## src/rtl/fetch_stage.sv

```systemverilog
// Instruction fetch stage of the pipelined core.
// Holds the PC and presents it to the combinational, big-endian instruction memory.
// Latches the returned word together with PC+4 into the IF/ID register.
// Handles stall, flush and redirect requests.
// A small FSM inserts one bubble after reset and parks the stage in a sticky
// HALTED state on a halt request or an illegal fetch address.

module fetch_stage #(
    parameter logic [31:0] RESET_PC   = 32'd100,
    parameter int          IMEM_BYTES = 16384
) (
    input  logic        i_clk,
    input  logic        i_reset,
    input  logic        i_stall,
    input  logic        i_flush,
    input  logic        i_redirect_valid,
    input  logic [31:0] i_redirect_pc,
    input  logic        i_halt_req,
    input  logic [31:0] i_imem_instr,
    output logic [31:0] o_imem_pc,
    output logic [31:0] o_if_id_instr,
    output logic [31:0] o_if_id_pc4,
    output logic        o_if_id_valid,
    output logic        o_fetch_fault,
    output logic        o_halted,
    output logic [31:0] o_fetch_count
);

    // Highest byte address from which a full word can still be fetched
    localparam logic [31:0] LAST_PC = 32'(IMEM_BYTES - 4);

    typedef enum logic [1:0] {
        ST_START  = 2'd0,
        ST_RUN    = 2'd1,
        ST_HALTED = 2'd2
    } state_t;

    state_t      r_state;
    state_t      w_stateNext;

    logic [31:0] r_pc;
    logic [31:0] r_ifIdInstr;
    logic [31:0] r_ifIdPc4;
    logic        r_ifIdValid;
    logic        r_fault;
    logic [31:0] r_fetchCount;

    logic [31:0] w_pcNext;
    logic [31:0] w_instrNext;
    logic [31:0] w_pc4Next;
    logic        w_validNext;
    logic        w_faultNext;
    logic [31:0] w_countNext;
    logic [31:0] w_pcPlus4;

    assign w_pcPlus4 = r_pc + 32'd4;

    // Next-state and next-register decode.
    // IF/ID defaults to a bubble, so every path that does not load a real word squashes it.
    always_comb begin
        w_stateNext = r_state;
        w_pcNext    = r_pc;
        w_instrNext = 32'h0;
        w_pc4Next   = 32'h0;
        w_validNext = 1'b0;
        w_faultNext = r_fault;
        w_countNext = r_fetchCount;
        case (r_state)
            ST_START: begin
                w_stateNext = ST_RUN;
            end
            ST_RUN: begin
                if (i_halt_req) begin
                    w_stateNext = ST_HALTED;
                end else if (i_redirect_valid) begin
                    if (i_redirect_pc[1:0] != 2'b00) begin
                        w_faultNext = 1'b1;
                        w_stateNext = ST_HALTED;
                    end else begin
                        w_pcNext = i_redirect_pc;
                    end
                end else if (i_stall) begin
                    if (!i_flush) begin
                        w_instrNext = r_ifIdInstr;
                        w_pc4Next   = r_ifIdPc4;
                        w_validNext = r_ifIdValid;
                    end
                end else if (r_pc > LAST_PC) begin
                    w_faultNext = 1'b1;
                    w_stateNext = ST_HALTED;
                end else begin
                    w_pcNext = w_pcPlus4;
                    if (!i_flush) begin
                        w_instrNext = i_imem_instr;
                        w_pc4Next   = w_pcPlus4;
                        w_validNext = 1'b1;
                        w_countNext = r_fetchCount + 32'd1;
                    end
                end
            end
            ST_HALTED: begin
                w_stateNext = ST_HALTED;
            end
            default: begin
                w_stateNext = ST_START;
            end
        endcase
    end

    // State, PC, IF/ID and counter registers with synchronous reset
    always_ff @(posedge i_clk) begin
        if (i_reset) begin
            r_state      <= ST_START;
            r_pc         <= RESET_PC;
            r_ifIdInstr  <= 32'h0;
            r_ifIdPc4    <= 32'h0;
            r_ifIdValid  <= 1'b0;
            r_fault      <= 1'b0;
            r_fetchCount <= 32'h0;
        end else begin
            r_state      <= w_stateNext;
            r_pc         <= w_pcNext;
            r_ifIdInstr  <= w_instrNext;
            r_ifIdPc4    <= w_pc4Next;
            r_ifIdValid  <= w_validNext;
            r_fault      <= w_faultNext;
            r_fetchCount <= w_countNext;
        end
    end

    assign o_imem_pc     = r_pc;
    assign o_if_id_instr = r_ifIdInstr;
    assign o_if_id_pc4   = r_ifIdPc4;
    assign o_if_id_valid = r_ifIdValid;
    assign o_fetch_fault = r_fault;
    assign o_halted      = (r_state == ST_HALTED);
    assign o_fetch_count = r_fetchCount;

endmodule

```

## config.mk

```make
export PLATFORM = sky130hd
export DESIGN_NAME = fetch_stage
export DESIGN_NICKNAME = d
export VERILOG_FILES = /design/src/rtl/fetch_stage.sv
export SDC_FILE = /design/constraint.sdc
export NUM_CORES = 1
export LEC_CHECK = 0
export CORE_MARGIN = 3
export CORE_UTILIZATION = 50
export DETAILED_ROUTE_END_ITERATION = 16
export GPL_ROUTABILITY_DRIVEN = 0
export PLACE_DENSITY = 0.87
export SKIP_LAST_GASP = 1
export SYNTH_ARGS = -nofsm -noshare
export SYNTH_HDL_FRONTEND = slang
export SYNTH_SLANG_ARGS = --single-unit
export TNS_END_PERCENT = 10
```

## constraint.sdc

```tcl
create_clock -name i_clk -period 6.8 [get_ports i_clk]
set_input_delay 2.04 -clock i_clk [delete_from_list [all_inputs] [get_ports i_clk]]
set_output_delay 2.04 -clock i_clk [all_outputs]
set_load 0.1 [all_outputs]
```

**Word-level counts from Yosys, hierarchy flattened**

Cells that the tools add are included.
Widths: inputs -> output; s select.

- Equality and inequality tests: 10
- Add/subtract/negate cells: 2
- Mux-type cells: 25
- Divide/modulo/power cells: 0
- Bitwise logic cells: 6
- $mul: 0
- Reduce and logical (&&, ||, !) cells: 8
- Magnitude comparators: 1
- Shifts and indexed selects: 0

Operators with widths:

| cell | count |
|---|---|
| $mux 32 | 11 |
| $add 32x1->32 const B | 1 |
| $add 32x3->32 const B | 1 |
| $gt 32x14->1 const B | 1 |
| $ne 4x4->1 const B | 3 |
| $mux 2 | 5 |
| $reduce_and 5->1 | 2 |
| $mux 1 | 8 |
| $ne 2x1->1 const B | 3 |
| $not 1->1 | 6 |
| $pmux 2 s3 | 1 |
| $reduce_and 6->1 | 1 |
| $ne 2x2->1 const B | 2 |
| $reduce_bool 2->1 | 2 |
| $reduce_or 4->1 | 1 |
| $reduce_and 3->1 | 1 |
| $eq 2x1->1 const B | 1 |
| $eq 2x2->1 const B | 1 |
| $logic_not 2->1 | 1 |

- Register bits: 132
- Output and inout bits: 131
- Memories: 0
- Logic and storage cells: 59
- Input bits: 70
- Memory bits (writable): 0
- ROM bits: 0
- Latch bits: 0

**Depth between registers and ports, before layout**

- Depth after elaboration: 6
- Gate-level depth with buffers: 9
- Mapped depth without buffers: 7

**Worst setup path before layout**

OpenSTA, ideal clock, no wires.

- Kind: input-to-reg
- Start point: input i_redirect_valid
- End point: register r_fetchCount[19], in the netlist o_fetch_count[19]
- Library setup time: 70 ps
- Arrival time: 3579 ps
- Path buffers: 1
- Path slack: 3151 ps
- Required time: 6730 ps
- Cell stages on the path: 6
- Cells stage by stage: or3b_1 nor3_4 nand3b_2 buf_2 or4_1 a21oi_1

- Cells in the longest elaborated chain, start to end: 2

RTL lines:

| item | RTL line | text |
|---|---|---|
| from (decl) | 16 | `input logic i_redirect_valid,` |
| $not 1->1 (no line) | n/a |  |
| $reduce_and 6->1 (no line) | n/a |  |
| to (signal assigned) | 127 | `r_fetchCount <= w_countNext;` |
| to (decl) | 46 | `logic [31:0] r_fetchCount;` |

No other way between the ends.
A chain may end at the register's enable or synchronous reset.

**Final worst setup path**

- Start point: input i_redirect_valid
- End point: register r_fetchCount[12], in the netlist o_fetch_count[12]

Same word-level chain as after synthesis.

==> flow_summary.ini <==
[layout]
regArea_mm2 = 0.002643
num-fill-cells = 812
layout_commonest_cell = clkdlybuf4s50_1
utilization_pct = 74.51
multi_input_area_mm2 = 0.003049
mostFrequentLayoutCells = 200 x clkdlybuf4s50_1, 132 x dfxtp_1, 69 x nor2_1, 54 x nand2_1, 42 x a21oi_1
fin_nets = 919
syn_to_final_growth_pct = 43.60
insertedDiodeCount = 0
drive_gt1_share_pct = 8.635

[synth]
synth.distinct_cells = 62
yosysWarnings = 0
synthArstFlopShare_pct = 0
synthFlopType = dfxtp_1
synth-edff-count = 0
synth_nets = 742
ys_seq_area_share_pct = 44.04
postSynthAreaPerCell_um2 = 8.997
syn-instance-count = 667
yosys_register_bits = 132
synth_area_mm2 = 0.006001

[timing]
fin_crit_sh_pct = 67.48
rsz0062_at_grt = no
finalClockSkew_ns = 0.004859
slew_viol_final = 0
worstMarginPinSlew_ns = 1.045
hold_violations = 0
fmaxAchievable_mhz = 217.9
setup_tns_ns = 0
timing.final.crit_period_ns = 4.588
relSlewSlack_pct = 30.34
setup_viol = 0

[global_routing]
grt_pass1_vias = 5738
grt_antenna_before_repair = 0
grt_max_degree = 50
grt_use_total_pct = 26.54
grt_overflow = 0
grt_pass1_wl_um = 28490

[clock_network]
clock_path_buffers = 2
cts-buffers-inserted = 17
clkSlewWorstSetupHoldPaths_ns = 0.05
cts_tree = built
cts_setup_buffers = 0
clk_latency_ns = 0.41
cts_hold_buf = 0
ctsRootBufferMaster = clkbuf_16
cts.repair.resized = 0
cts_max_level = 4
cts_sinks = 132

[hold_path]
min_from = o_if_id_pc4[22]
hold_path.class = register to register
hold_path_depth = 1
whs_endpoint = o_if_id_pc4[22]

[setup_path]
cp_max_fo = 48
critPathRequiredTime_ns = 7.13
timing.rr.end = o_imem_pc[5]
cp_data_arrival_time_ns = 4.92
r2r-start = o_imem_pc[22]
end_kind = register
worstSetupStartpointType = primary input
ff2ff_path_depth = 5
r2r_setup_slack_ns = 3.92
crit_type = primary input to register

[drt]
vias = 6066
drc = 0
drtAntennaViolNets = 0
first_pass_iters = 5
avgRoutedWirePerCell_um = 18.15
routed_wl_um = 18150
vias_per_cell = 6.066
dr.first_iter.drc_count = 555

[run_status]
status = completed

[floorplan]
coreArea_mm2 = 0.01156
rows = 39
start_util_pct = 51.89
ioPinCount = 201
die_w_um = 115.6
die-area_mm2 = 0.01335
die_h_um = 115.6

[placement]
dp_hpwl_um = 12340
io_buffers = 200

[power]
power_frac_comb_pct = 17.1
internal_power_uw = 1547
ir_drop_mv = 0.1391
p_per_area_mw_per_mm2 = 249.1
leakagePower_uw = 0.002849
switchingPower_uw = 599.4
seqPwrFrac_pct = 37.7
p_sw_share_pct = 27.92
clockPowerShare_pct = 45.2

[run]
maxCapViolCount = 0
[metrics by stage]
step	cells	power (uW)	setup WS, ns	instance area (um2)	hold slack (ns)
finish	1000	2147	2.212	8617	0.4549
global route	1000	2213	2.064	8617	0.4705
CTS	1000	2156	2.277	8617	0.4602
detailed placement	968	1189	1.848	7989	0.4426
global placement	968	1178	2.032	7989	0.4413
floorplan	667	1096	3.151	6001	0.4515
[cell type report]
cell class,instances,area share [%]
Tap cell,143,2.076
Sequential cell,132,30.67
Multi-Input combinational cell,469,35.39
Clock inverter,9,1.742
Inverter,17,0.7405
Clock buffer,23,5.547
Timing Repair Buffer,207,23.84
[critical path, cell delays in order]
cell	delay, ns
clkdlybuf4s50_1	0.41
buf_4	0.29
or3b_1	0.49
nor3_4	0.22
nand4_1	0.63
or4_1	0.65
a21oi_1	0.18
[flip-flops by register name, indices dropped and copies added (netlist names)]
register,flops
o_if_id_valid,1
o_if_id_instr,32
o_if_id_pc4,32
o_fetch_fault,1
o_imem_pc,32
r_state,2
o_fetch_count,32
[cells in the mapped netlist (10+ instances only)]
cell type | n | area [um2]
a21oi_1 | 42 | 210.2
a22oi_1 | 29 | 217.7
a22oi_2 | 19 | 237.7
a32o_1 | 10 | 100.1
and2_1 | 19 | 118.9
clkbuf_1 | 31 | 116.4
dfxtp_1 | 132 | 2643
inv_1 | 16 | 60.06
nand2_1 | 54 | 202.7
nand3_1 | 17 | 85.08
nand4_1 | 14 | 87.58
nor2_1 | 70 | 262.8
nor3_1 | 11 | 55.05
o21ai_0 | 21 | 105.1
o31ai_1 | 30 | 225.2
or4_1 | 27 | 202.7
[power groups by stage]
stage	clock [uW]	sequential, uW	combinational, uW
floorplan	0	906	190
global placement	0	824	354
detailed placement	0	826	363
CTS	980	809	366
global route	1010	812	391
finish	970	810	367
[how the worst max path moves through the flow]
stage,start,end,slack [ns],cells after the start
finish,i_redirect_valid,o_fetch_count[12],2.21,7
global route,i_redirect_valid,o_fetch_count[28],2.06,7
CTS,i_redirect_valid,o_fetch_count[12],2.28,7
detailed placement,i_redirect_valid,o_fetch_count[12],1.85,7
global placement,i_redirect_valid,o_fetch_count[20],2.03,7
floorplan,i_redirect_valid,o_fetch_count[19],3.15,6
[cell families after synthesis]
family / count (synthesis) / synth area share, %
fa+ha+maj: 5 / 1.043
mux: 7 / 1.189
xor+xnor: 11 / 1.606
simple gates: 259 / 23.60
compound gates: 187 / 23.06
flops: 132 / 44.04
buf+inv: 66 / 5.463
[metal layers]
metal / global-route usage, % / vias up / share of wire, %
met5: 0 / - / 0
met4: 11.58 / 0 / 2.6
met3: 7.258 / 44 / 8.4
met2: 43.98 / 308 / 49
met1: 32.41 / 2867 / 40
li1: - / 2847 / -
No activity file was read; power rests on OpenSTA's default activity.
